--- src/rtl/controle_display_quadruplo.sv ---
// controle_display_quadruplo
//   Converts a signed two's-complement value into the four digit codes and
//   the sign bit for a four-digit seven-segment decoder. The magnitude is
//   turned into BCD by double-dabble, one bit per cycle. Values whose
//   magnitude is above 9999 are shown as four dashes. Leading zeros can
//   optionally be blanked. The digit outputs keep their values until the
//   next conversion completes.
//
// Digit codes: 0..9 = BCD digit, 4'b1010 = blank, 4'b1111 = dash.
//
// Ports
//   clock    in   system clock, rising edge
//   reset    in   asynchronous active-high reset
//   inicio   in   start request, only looked at while idle
//   valor    in   [LARGURA-1:0] signed value, captured on the accepting edge
//   ocupado  out  high while a conversion is running
//   pronto   out  one-cycle pulse that comes with the output update
//   sinal    out  1 = a negative in-range value is displayed
//   milhar   out  [3:0] thousands digit code
//   centena  out  [3:0] hundreds digit code
//   dezena   out  [3:0] tens digit code
//   unidade  out  [3:0] units digit code
//
// state    | meaning
// ---------+---------------------------------------------------------
// OCIOSO   | idle; waits for inicio and captures valor
// MODULO   | takes the magnitude, checks the range, loads the shifter
// CONVERTE | double-dabble, one bit per cycle, LARGURA cycles
// ESCREVE  | registers the digits and sign, pulses pronto
module controle_display_quadruplo #(
  parameter int LARGURA       = 16,
  parameter bit SUPRIME_ZEROS = 1'b1
) (
  input  logic               clock,
  input  logic               reset,
  input  logic               inicio,
  input  logic [LARGURA-1:0] valor,
  output logic               ocupado,
  output logic               pronto,
  output logic               sinal,
  output logic [3:0]         milhar,
  output logic [3:0]         centena,
  output logic [3:0]         dezena,
  output logic [3:0]         unidade
);

  localparam int CW = $clog2(LARGURA + 1);
  localparam int SW = 16 + LARGURA;
  localparam logic [3:0] BRANCO = 4'b1010;
  localparam logic [3:0] TRACO  = 4'b1111;

  typedef enum logic [1:0] {OCIOSO, MODULO, CONVERTE, ESCREVE} estado_t;

  estado_t            estado_q, estado_d;
  logic [LARGURA-1:0] valor_q, valor_d;
  logic [SW-1:0]      sr_q, sr_d;
  logic [CW-1:0]      cnt_q, cnt_d;
  logic               neg_q, neg_d;
  logic               estouro_q, estouro_d;
  logic               pronto_q, pronto_d;
  logic               sinal_q, sinal_d;
  logic [3:0]         mil_q, mil_d, cen_q, cen_d, dez_q, dez_d, uni_q, uni_d;

  logic [LARGURA:0]   ext;
  logic [LARGURA:0]   mag;
  logic [SW-1:0]      ajust;
  logic               vazio_m, vazio_c;

  always_ff @(posedge clock or posedge reset) begin
    if (reset) begin
      estado_q  <= OCIOSO;
      valor_q   <= '0;
      sr_q      <= '0;
      cnt_q     <= '0;
      neg_q     <= 1'b0;
      estouro_q <= 1'b0;
      pronto_q  <= 1'b0;
      sinal_q   <= 1'b0;
      mil_q     <= BRANCO;
      cen_q     <= BRANCO;
      dez_q     <= BRANCO;
      uni_q     <= BRANCO;
    end else begin
      estado_q  <= estado_d;
      valor_q   <= valor_d;
      sr_q      <= sr_d;
      cnt_q     <= cnt_d;
      neg_q     <= neg_d;
      estouro_q <= estouro_d;
      pronto_q  <= pronto_d;
      sinal_q   <= sinal_d;
      mil_q     <= mil_d;
      cen_q     <= cen_d;
      dez_q     <= dez_d;
      uni_q     <= uni_d;
    end
  end

  always_comb begin
    estado_d  = estado_q;
    valor_d   = valor_q;
    sr_d      = sr_q;
    cnt_d     = cnt_q;
    neg_d     = neg_q;
    estouro_d = estouro_q;
    pronto_d  = 1'b0;
    sinal_d   = sinal_q;
    mil_d     = mil_q;
    cen_d     = cen_q;
    dez_d     = dez_q;
    uni_d     = uni_q;
    ext       = '0;
    mag       = '0;
    ajust     = sr_q;
    vazio_m   = 1'b0;
    vazio_c   = 1'b0;

    case (estado_q)
      OCIOSO: begin
        if (inicio) begin
          valor_d  = valor;
          estado_d = MODULO;
        end
      end

      MODULO: begin
        // One extra bit so the most negative input does not wrap when negated.
        ext       = {valor_q[LARGURA-1], valor_q};
        neg_d     = valor_q[LARGURA-1];
        mag       = neg_d ? (~ext + 1'b1) : ext;
        estouro_d = (mag > (LARGURA+1)'(9999));
        sr_d      = {16'b0, mag[LARGURA-1:0]};
        cnt_d     = CW'(LARGURA);
        estado_d  = CONVERTE;
      end

      CONVERTE: begin
        for (int i = 0; i < 4; i++) begin
          if (ajust[LARGURA+4*i +: 4] >= 4'd5)
            ajust[LARGURA+4*i +: 4] = ajust[LARGURA+4*i +: 4] + 4'd3;
        end
        sr_d  = ajust << 1;
        cnt_d = cnt_q - 1'b1;
        if (cnt_q == CW'(1))
          estado_d = ESCREVE;
      end

      ESCREVE: begin
        pronto_d = 1'b1;
        estado_d = OCIOSO;
        if (estouro_q) begin
          sinal_d = 1'b0;
          mil_d   = TRACO;
          cen_d   = TRACO;
          dez_d   = TRACO;
          uni_d   = TRACO;
        end else begin
          sinal_d = neg_q;
          mil_d   = sr_q[SW-1  -: 4];
          cen_d   = sr_q[SW-5  -: 4];
          dez_d   = sr_q[SW-9  -: 4];
          uni_d   = sr_q[SW-13 -: 4];
          if (SUPRIME_ZEROS) begin
            // A digit is blanked only when every digit to its left is blank.
            vazio_m = (mil_d == 4'd0);
            vazio_c = vazio_m && (cen_d == 4'd0);
            if (vazio_m) mil_d = BRANCO;
            if (vazio_c) cen_d = BRANCO;
            if (vazio_c && (dez_d == 4'd0)) dez_d = BRANCO;
          end
        end
      end

      default: estado_d = OCIOSO;
    endcase
  end

  assign ocupado = (estado_q == CONVERTE) || (estado_q == ESCREVE);
  assign pronto  = pronto_q;
  assign sinal   = sinal_q;
  assign milhar  = mil_q;
  assign centena = cen_q;
  assign dezena  = dez_q;
  assign unidade = uni_q;

endmodule

--- config.mk ---
export PLATFORM = sky130hd
export DESIGN_NAME = controle_display_quadruplo
export DESIGN_NICKNAME = d
export VERILOG_FILES = /design/src/rtl/controle_display_quadruplo.sv
export SDC_FILE = /design/constraint.sdc
export NUM_CORES = 1
export LEC_CHECK = 0
export BUFFER_PORTS_ARGS = -buffer_cell sky130_fd_sc_hd__buf_2
export CAP_MARGIN = 5
export CORE_UTILIZATION = 40
export CTS_CLUSTER_SIZE = 8
export DETAILED_ROUTE_END_ITERATION = 8
export GPL_TIMING_DRIVEN = 0
export PLACE_DENSITY_LB_ADDON = 0.15
export SYNTH_ARGS = -nofsm -noshare
export SYNTH_HDL_FRONTEND = slang
export SYNTH_SLANG_ARGS = --single-unit
--- constraint.sdc ---
create_clock -name clock -period 4.53 [get_ports clock]
set_input_delay 0.453 -clock clock [delete_from_list [all_inputs] [get_ports clock]]
set_output_delay 0.453 -clock clock [all_outputs]
set_load 0.01 [all_outputs]
After elaboration in Yosys (flattened, before gate mapping)
Index checks and enable logic that the tools add are counted.
{"block": "word_totals", "register_bits": 75, "inputBits": 19, "elab_cells": 59}
{"block": "classes", "add_sub_neg": 6, "magnitude_cmp": 5, "eq_ne": 6, "n_mux": 19, "bitwise_logic": 1, "reduce_logical": 10}
{"op": "one-hot mux 32 bit (2 select lines)", "n": 1}
{"op": "2-to-1 mux 4 bit", "n": 10}
{"op": "adder 17 x 1 -> 17 bit (second input constant)", "n": 1}
{"op": "> comparator 17 x 14 -> 1 bit (second input constant)", "n": 1}
{"op": "2-to-1 mux 17 bit", "n": 1}
{"op": "NOT 17 bit", "n": 1}
{"op": "greater-or-equal comparator 4 x 3 -> 1 bit (second input constant)", "n": 4}
{"op": "adder 4 x 2 -> 4 bit (second input constant)", "n": 3}
{"op": "zero test 4 bit", "n": 3}
{"op": "one-hot mux 5 bit (2 select lines)", "n": 1}
{"op": "one-hot mux 2 bit (4 select lines)", "n": 1}
{"op": "== test 5 x 1 -> 1 bit (second input constant)", "n": 1}
{"op": "subtractor 5 x 1 -> 5 bit (second input constant)", "n": 1}
{"op": "== test 2 bit (second input constant)", "n": 2}
{"op": "2-to-1 mux 2 bit", "n": 2}
{"op": "inequality test 2 bit (second input constant)", "n": 2}
{"op": "AND reduction 2 bit", "n": 2}
{"op": "adder 3 x 2 -> 3 bit (second input constant)", "n": 1}
{"op": "2-to-1 mux 3 bit", "n": 1}
{"op": "== test 2 x 1 -> 1 bit (second input constant)", "n": 1}
{"op": "logical AND 1 bit", "n": 2}
{"op": "zero test 2 bit", "n": 1}
{"op": "2-to-1 mux 1 bit", "n": 2}
{"op": "nonzero test 2 bit", "n": 1}
{"op": "logical OR 1 bit", "n": 1}

Depth between registers and ports, before layout
Gate-level depths: netlist of the first run.
{"block": "depth", "depth_word": 5, "depth_mapped": 8}

Least setup slack after synthesis of the first run
Ideal clock, no wire load.
{"block": "synth_timing", "path_kind": "register to register", "start": "register valor_q[0]", "end": "register sr_q[8]", "setup_time_ns": 0.125, "t_arrival_ns": 2.025, "slack_ns": 2.380, "path_stages_with_launch": 9, "n_path_buf": 0, "synth_period_minus_slack_ns": 2.150, "cell_sequence": "dfrtp_1 > inv_1 > ha_1 > or4b_1 > nor3_1 > nand2b_1 > xor2_1 > o21ai_1 > mux2_2"}
{"block": "synth_between", "elab_chain_cells": 4}
{"item": "start, declared", "line": "55", "source": "logic [LARGURA-1:0] valor_q, valor_d;"}
{"item": "start signal, assigned", "line": "85", "source": "valor_q <= valor_d;"}
{"item": "NOT 17 bit", "line": "130", "source": "mag = neg_d ? (~ext + 1'b1) : ext;"}
{"item": "adder 17 x 1 -> 17 bit", "line": "130"}
{"item": "2-to-1 mux 17 bit", "line": "130"}
{"item": "one-hot mux 32 bit (2 select lines)", "line": "118", "source": "case (estado_q)"}
{"item": "end signal, assigned", "line": "86", "source": "sr_q <= sr_d;"}
{"item": "end, declared", "line": "56", "source": "logic [SW-1:0] sr_q, sr_d;"}
No other way between the ends.
A chain may end at the register's enable or synchronous reset.

Worst setup path after layout of the first run
{"block": "layout_timing", "start": "register estado_q[0]", "end": "output ocupado"}
{"block": "layout_between", "elab_chain_cells": 2, "elab_cells_between_ends": 3, "cone_classes": "eq/ne: 2; reduce/logical: 1"}
{"item": "start, declared", "line": "54", "source": "estado_t estado_q, estado_d;"}
{"item": "start signal, assigned", "line": "84", "source": "estado_q <= estado_d;"}
{"item": "== test 2 bit", "line": "178", "source": "assign ocupado = (estado_q == CONVERTE) || (estado_q == ESCREVE);"}
{"item": "logical OR 1 bit (*)", "line": "178"}
{"item": "end, declared", "line": "38", "source": "output logic ocupado,"}
Every way passes the cells marked *; elsewhere a longest branch is shown, timed or not.

==> flow_metrics.py, run 1 <==
metrics = {
    "sta": {
        "hold_ws_ps": 63.0,
        "finalCritPeriodShare": 0.550,
        "setup_viol": 0,
        "hold_viol": 0,
        "fin_tns_setup_ps": 0,
        "skew_ps": 7.96,
        "slew_viol_final": 0,
        "fmax_ghz": 0.401,
        "worstMarginPinSlew_ps": 580,
        "max-slew-margin-rel": 0.614,
        "rsz0062_at_grt": "false",
        "finalCriticalPeriod_ps": 2490,
    },
    "global_route": {
        "antenna_found_initial": 0,
        "overflow": 0,
        "track_usage": 0.176,
        "grt_max_degree": 51,
        "grt_pass1_vias": 2862,
        "grt_pass1_wl_mm": 14.0,
    },
    "power_and_ir_drop": {
        "p_per_area_nw_per_um2": 681,
        "p_sw_frac": 0.405,
        "pwr-share-seq": 0.358,
        "power.net_switching_uw": 1240,
        "p_int_uw": 1820,
        "peakVddDrop_uv": 274,
        "p_comb_frac": 0.474,
        "clkPwrFrac": 0.167,
        "power.leakage_uw": 0.00192,
    },
    "layout": {
        "multi_input_area_um2": 1850,
        "areaGrowthSynthToFinish_pct": 14.5,
        "final_cells": 572,
        "final_nets": 474,
        "final_area_um2": 4500,
        "regArea_um2": 1890,
        "fillers": 928,
        "diodes": 0,
        "drive_gt1_frac": 0.233,
    },
    "cts": {
        "post_cts_buffers": 0,
        "cts_made_buffers": 9,
        "cts_buffer_depth": 2,
        "ctsResizeCount": 0,
        "cts_root_buffer": "clkbuf_8",
        "clock_latency_ps": 350,
        "cts_tree": "built",
        "cts_hold_buf": 0,
        "clk_pin_slew_ps": 80,
        "htree_num_levels": 3,
        "cts.sinks": 75,
    },
    "synth": {
        "ys_seq_area_frac": 0.480,
        "synth-seq-cells": 75,
        "synth-edff-count": 0,
        "netlist_area_um2": 3930,
        "syn_inst": 389,
        "synth_cell_types": 52,
        "async_flop_share": 1.00,
        "yosysWarnings": 0,
        "synth_ff_type": "dfrtp_1",
        "synthesis.nets": 425,
        "postSynthAreaPerCell_um2": 10.1,
    },
    "routing": {
        "via_per_inst": 5.10,
        "totalWireLength_mm": 8.03,
        "drt_iter0_markers": 129,
        "ant_nets": 0,
        "avgRoutedWirePerCell_um": 14.0,
        "vias": 2916,
        "drc": 0,
        "drtPass1Iterations": 4,
    },
    "placed_design": {
        "place.gp.congestion": 0.841,
        "placed_cell_area_um2": 4300,
        "place_hpwl_mm": 5.78,
        "portBuffers": 37,
        "dp_cells": 556,
    },
    "setup_path": {
        "worst_setup_path_start_kind": "flip-flop",
        "required_ps": 4080,
        "path_class": "flip-flop to primary output",
        "reg2reg_from": "valor_q[0]$_DFFE_PP0P_",
        "cp.arrival_ps": 2040,
        "worstSetupEndpointType": "primary output",
        "reg2regPathDepth": 8,
        "crit_path_max_fanout": 10,
        "r2r-end": "sr_q[8]$_DFFE_PP0P_",
        "r2r_slack_ps": 2090,
    },
    "run": {
        "cap_violations": 0,
    },
    "floorplanning": {
        "initial_core_util": 0.419,
        "io_pins": 38,
        "die_x_um": 101,
        "rows": 35,
        "die-area_um2": 10200,
        "die_h_um": 101,
        "coreArea_um2": 9370,
    },
    "run_status": {
        "status": "finished clean",
    },
    "hold_path": {
        "hp-class": "primary input to asynchronous set/reset pin",
    },
}
## sequential cells by signal, indices dropped and copies added, names as in the netlist, 2 cells and up
name      cells
cnt_q         5
milhar        4
estado_q      2
dezena        4
centena       4
sr_q         32
unidade       4
valor_q      16
## metal layers
layer | GRT usage | wire [µm] | up-vias
li1 | - | - | 1467
met1 | 0.233 | 3840 | 1384
met2 | 0.294 | 3840 | 56
met3 | 0.0381 | 266 | 9
met4 | 0.0435 | 77 | 0
met5 | 0 | 0 | -
## kinds of logic (layout without fill, tap and decap cells)
| kind of cell | after synthesis | count (layout) | synth area share |
|---|---|---|---|
| adders and majority gates | 17 | 17 | 0.0542 |
| xor gates and xnor gates | 18 | 18 | 0.0401 |
| buffers and inverters | 48 | 102 | 0.0491 |
| AOI/OAI and AO/OA | 99 | 99 | 0.158 |
| and+or+nand+nor | 101 | 101 | 0.129 |
| muxes | 31 | 31 | 0.0895 |
| DFF | 75 | 75 | 0.480 |
## final cells by class
type                    count  share of cell area
plain buffers              19              0.0186
well taps                 129              0.0359
clock inverters             6              0.0147
clock buffers              10              0.0284
repair buffers             38              0.0473
flip-flops and latches     75               0.419
multi-input cells         266               0.411
inverters                  29              0.0248
## cell usage in the layout, fill, tap and decap left out, drive strengths merged, types with 3 or more instances in the layout
cell type  netlist  routed
nand2b           7       7
o22a             4       4
clkinvlp         0       3
a32o             3       3
buf              8      46
xnor2            8       8
ha              17      17
mux2            30      30
nor3b            3       3
a21oi           25      25
clkbuf          11      21
nor2            28      28
o31ai            7       7
dfstp            8       8
o21ai           31      31
xor2            10      10
nor3             6       6
dfrtp           67      67
nand2           32      32
nand3            4       4
o32a             3       3
o22ai           17      17
inv             29      29
or3              4       4
## how the worst max path moves through the flow
stage                                  from                      end  slack (ps)  cells past startpoint
floorplan                             reset   centena[0]$_DFFE_PP0P_        2180                      1
global placement                      reset  valor_q[13]$_DFFE_PP0P_        1160                      2
detailed placement   valor_q[0]$_DFFE_PP0P_      sr_q[8]$_DFFE_PP0P_        2110                      8
CTS                 estado_q[0]$_DFFE_PP0P_                  ocupado        1990                      6
global route        estado_q[0]$_DFFE_PP0P_                  ocupado        1840                      6
finish              estado_q[0]$_DFFE_PP0P_                  ocupado        2040                      6
## critical path: stages, from the launching register on
cell and delay, ps:
dfrtp_1 420, inv_1 110, ha_1 150, clkbuf_1 280
clkbuf_1 430, or2_2 190, buf_2 120
## metrics by stage
step,worst slack (ps),total power [µW],util
2_1_floorplan,2180,2200,-
3_3_place_gp,1160,2540,0.456
3_5_place_dp,2110,2580,0.459
4_1_cts,1990,3110,0.480
5_1_grt,1840,3350,0.480
6_report,2040,3060,0.480
## Yosys cell counts (4+ instances only)
cell | n | area (µm²)
a21oi_1 | 25 | 125
buf_1 | 6 | 22.5
clkbuf_1 | 10 | 37.5
dfrtp_1 | 67 | 1680
dfstp_2 | 8 | 210
ha_1 | 17 | 213
inv_1 | 29 | 109
mux2_2 | 29 | 327
nand2_1 | 32 | 120
nand2b_1 | 7 | 43.8
nand3_1 | 4 | 20.0
nor2_1 | 28 | 105
nor3_1 | 6 | 30.0
o21ai_0 | 28 | 140
o22a_1 | 4 | 35.0
o22ai_1 | 17 | 106
o31ai_1 | 7 | 52.6
xnor2_1 | 8 | 70.1
xor2_1 | 10 | 87.6
## power by group through the flow
stage	clock network, µW	registers, µW	logic, µW
finish	512	1100	1450
global placement	0	1100	1440
detailed placement	0	1110	1470
global route	563	1130	1650
floorplan	0	1090	1110
CTS	530	1100	1480
Power figures use the tool's default switching activity.
==> run 2, diff against run 1 <==
clock period = 2.6 ns   (was 4.53 ns; I/O delays follow)
==> run 2 against run 1 <==
  * Via count grew 0.89%
  * Worst setup slack got worse by 1900 ps
  * Power grew 74%
  * Count of clock-buffer cells in the layout unchanged
  * Sequential power up 74%
  * Register-to-register slack got worse by 1900 ps
==> flow_metrics.py, run 2 (synthesis results as in run 1) <==
metrics = {
    "power_and_ir_drop": {
        "power.leakage_uw": 0.00193,
        "peakVddDrop_uv": 476,
        "p_per_area_nw_per_um2": 1180,
    },
    "run": {
        "cap_violations": 0,
    },
    "setup_path": {
        "cp.arrival_ps": 2680,
        "reg2reg_from": "valor_q[0]$_DFFE_PP0P_",
        "required_ps": 2840,
        "r2r_slack_ps": 170,
        "worst_setup_path_start_kind": "flip-flop",
        "worstSetupEndpointType": "flip-flop",
        "reg2regPathDepth": 8,
        "crit_path_max_fanout": 5,
        "r2r-end": "sr_q[8]$_DFFE_PP0P_",
        "path_class": "flip-flop to flip-flop",
    },
    "floorplanning": {
        "io_pins": 38,
        "die_x_um": 101,
        "initial_core_util": 0.419,
        "coreArea_um2": 9370,
        "die_h_um": 101,
        "die-area_um2": 10200,
        "rows": 35,
    },
    "placed_design": {
        "place.gp.congestion": 0.841,
        "portBuffers": 37,
        "placed_cell_area_um2": 4300,
        "place_hpwl_mm": 5.78,
    },
    "cts": {
        "cts.sinks": 75,
        "clock_latency_ps": 350,
        "post_cts_buffers": 0,
        "htree_num_levels": 3,
        "cts_buffer_depth": 2,
        "cts_tree": "built",
        "cts_made_buffers": 9,
        "cts_root_buffer": "clkbuf_8",
        "clk_pin_slew_ps": 80,
    },
    "layout": {
        "final_nets": 475,
        "top_regs": "sr_q: 32 flops, valor_q: 16 flops, cnt_q: 5 flops",
        "utilization": 0.482,
        "fillers": 926,
        "diodes": 0,
        "largest_register_ffs": 32,
        "layout_common_cells": "dfrtp_1 (67), buf_2 (38), nand2_1 (32)",
        "final_area_um2": 4510,
        "multi_input_area_um2": 1850,
        "final_common_cell": "dfrtp_1",
        "regArea_um2": 1890,
        "largest_register": "sr_q",
        "drive_gt1_frac": 0.234,
        "areaGrowthSynthToFinish_pct": 14.9,
    },
    "hold_path": {
        "hp-start": "valor[4]",
        "hold_path_end": "valor_q[4]$_DFFE_PP0P_",
        "worstHoldPathCells": 2,
        "hp-class": "primary input to flip-flop",
    },
    "sta": {
        "slew_viol_final": 0,
        "setup_viol": 0,
        "fmax_ghz": 0.411,
        "hold_viol": 0,
        "rsz0062_at_grt": "false",
        "finalCriticalPeriod_ps": 2430,
        "max-slew-margin-rel": 0.613,
        "finalCritPeriodShare": 0.936,
        "worstMarginPinSlew_ps": 581,
        "skew_ps": 8.38,
    },
    "routing": {
        "vias": 2942,
        "ant_nets": 0,
        "drt_iter0_markers": 135,
        "avgRoutedWirePerCell_um": 14.0,
        "drtPass1Iterations": 4,
        "totalWireLength_mm": 8.03,
        "drc": 0,
        "via_per_inst": 5.13,
    },
    "global_route": {
        "antenna_found_initial": 0,
        "overflow": 0,
        "grt_max_degree": 51,
        "grt_pass1_wl_mm": 14.0,
        "track_usage": 0.176,
        "grt_pass1_vias": 2862,
    },
    "run_status": {
        "status": "finished clean",
    },
}
-- run 2: cell types whose count changed in the layout (fill, tap and decap cells not counted) --
cell | before | now
nor4b_2 | 1 | 2
nor4b_1 | 1 | 0
dlygate4sd3_1 | 0 | 1
-- run 2: area by class of cell --
cell class                 instances  share of cell area
sequential                        75               0.418
multi-input combinational        266               0.411
timing repair buffer              39              0.0493
tap                              129              0.0358
inverter                          29              0.0247
buffer                            19              0.0186
clock buffer                      10              0.0283
clock inverter                     6              0.0147
-- run 2: worst max-delay path, cell delays in order, from the launching register on --
cell,delay (ps)
dfrtp_1,440
inv_1,100
ha_1,200
or4b_1,550
nor3_1,350
nand2b_1,170
xor2_1,160
o21ai_1,90
mux2_2,270
-- run 2: metal layers --
layer / vias up / track usage / routed length, µm
li1: 1471 / - / -
met1: 1400 / 0.233 / 3850
met2: 61 / 0.294 / 3840
met3: 10 / 0.0381 / 258
met4: 0 / 0.0435 / 81
met5: - / 0 / 0
-- run 2: timing repair --
| action | in CTS | in global routing |
|---|---|---|
| setup endpoints to repair | 0 | 1 |
| hold endpoints to repair | 17 | 0 |
| gates resized for setup | 0 | 1 |
| hold buffers | 1 | 0 |
-- run 2: worst max-delay path by stage --
stage | cells after the start | slack, ps | startpoint | endpoint
6_report | 8 | 170 | valor_q[0]$_DFFE_PP0P_ | sr_q[8]$_DFFE_PP0P_
5_1_grt | 8 | 10 | valor_q[0]$_DFFE_PP0P_ | sr_q[8]$_DFFE_PP0P_
3_5_place_dp | 8 | 180 | valor_q[0]$_DFFE_PP0P_ | sr_q[8]$_DFFE_PP0P_
2_1_floorplan | 1 | 440 | reset | centena[0]$_DFFE_PP0P_
3_3_place_gp | 2 | -580 | reset | valor_q[13]$_DFFE_PP0P_
4_1_cts | 8 | 170 | valor_q[0]$_DFFE_PP0P_ | sr_q[8]$_DFFE_PP0P_
-- run 2: through the flow --
step / cells / hold WS, ps / setup TNS (ps) / worst slack, ps / total power (µW)
finish: 573 / 135 / 0 / 166 / 5340
global route: 573 / 120 / 0 / 11.5 / 5830
CTS: 573 / 128 / 0 / 169 / 5410
detailed placement: 556 / 264 / 0 / 178 / 4500
global placement: 555 / 469 / -38720 / -581 / 4430
floorplan: 389 / 411 / 0 / 443 / 3820
-- run 2: power by group --
part	total, µW	switching (µW)	leakage, µW	internal (µW)
Clock	891	448	0.0000885	443
Combinational	2540	1400	0.000927	1130
Sequential	1910	313	0.000913	1600
Total	5340	2170	0.00193	3180
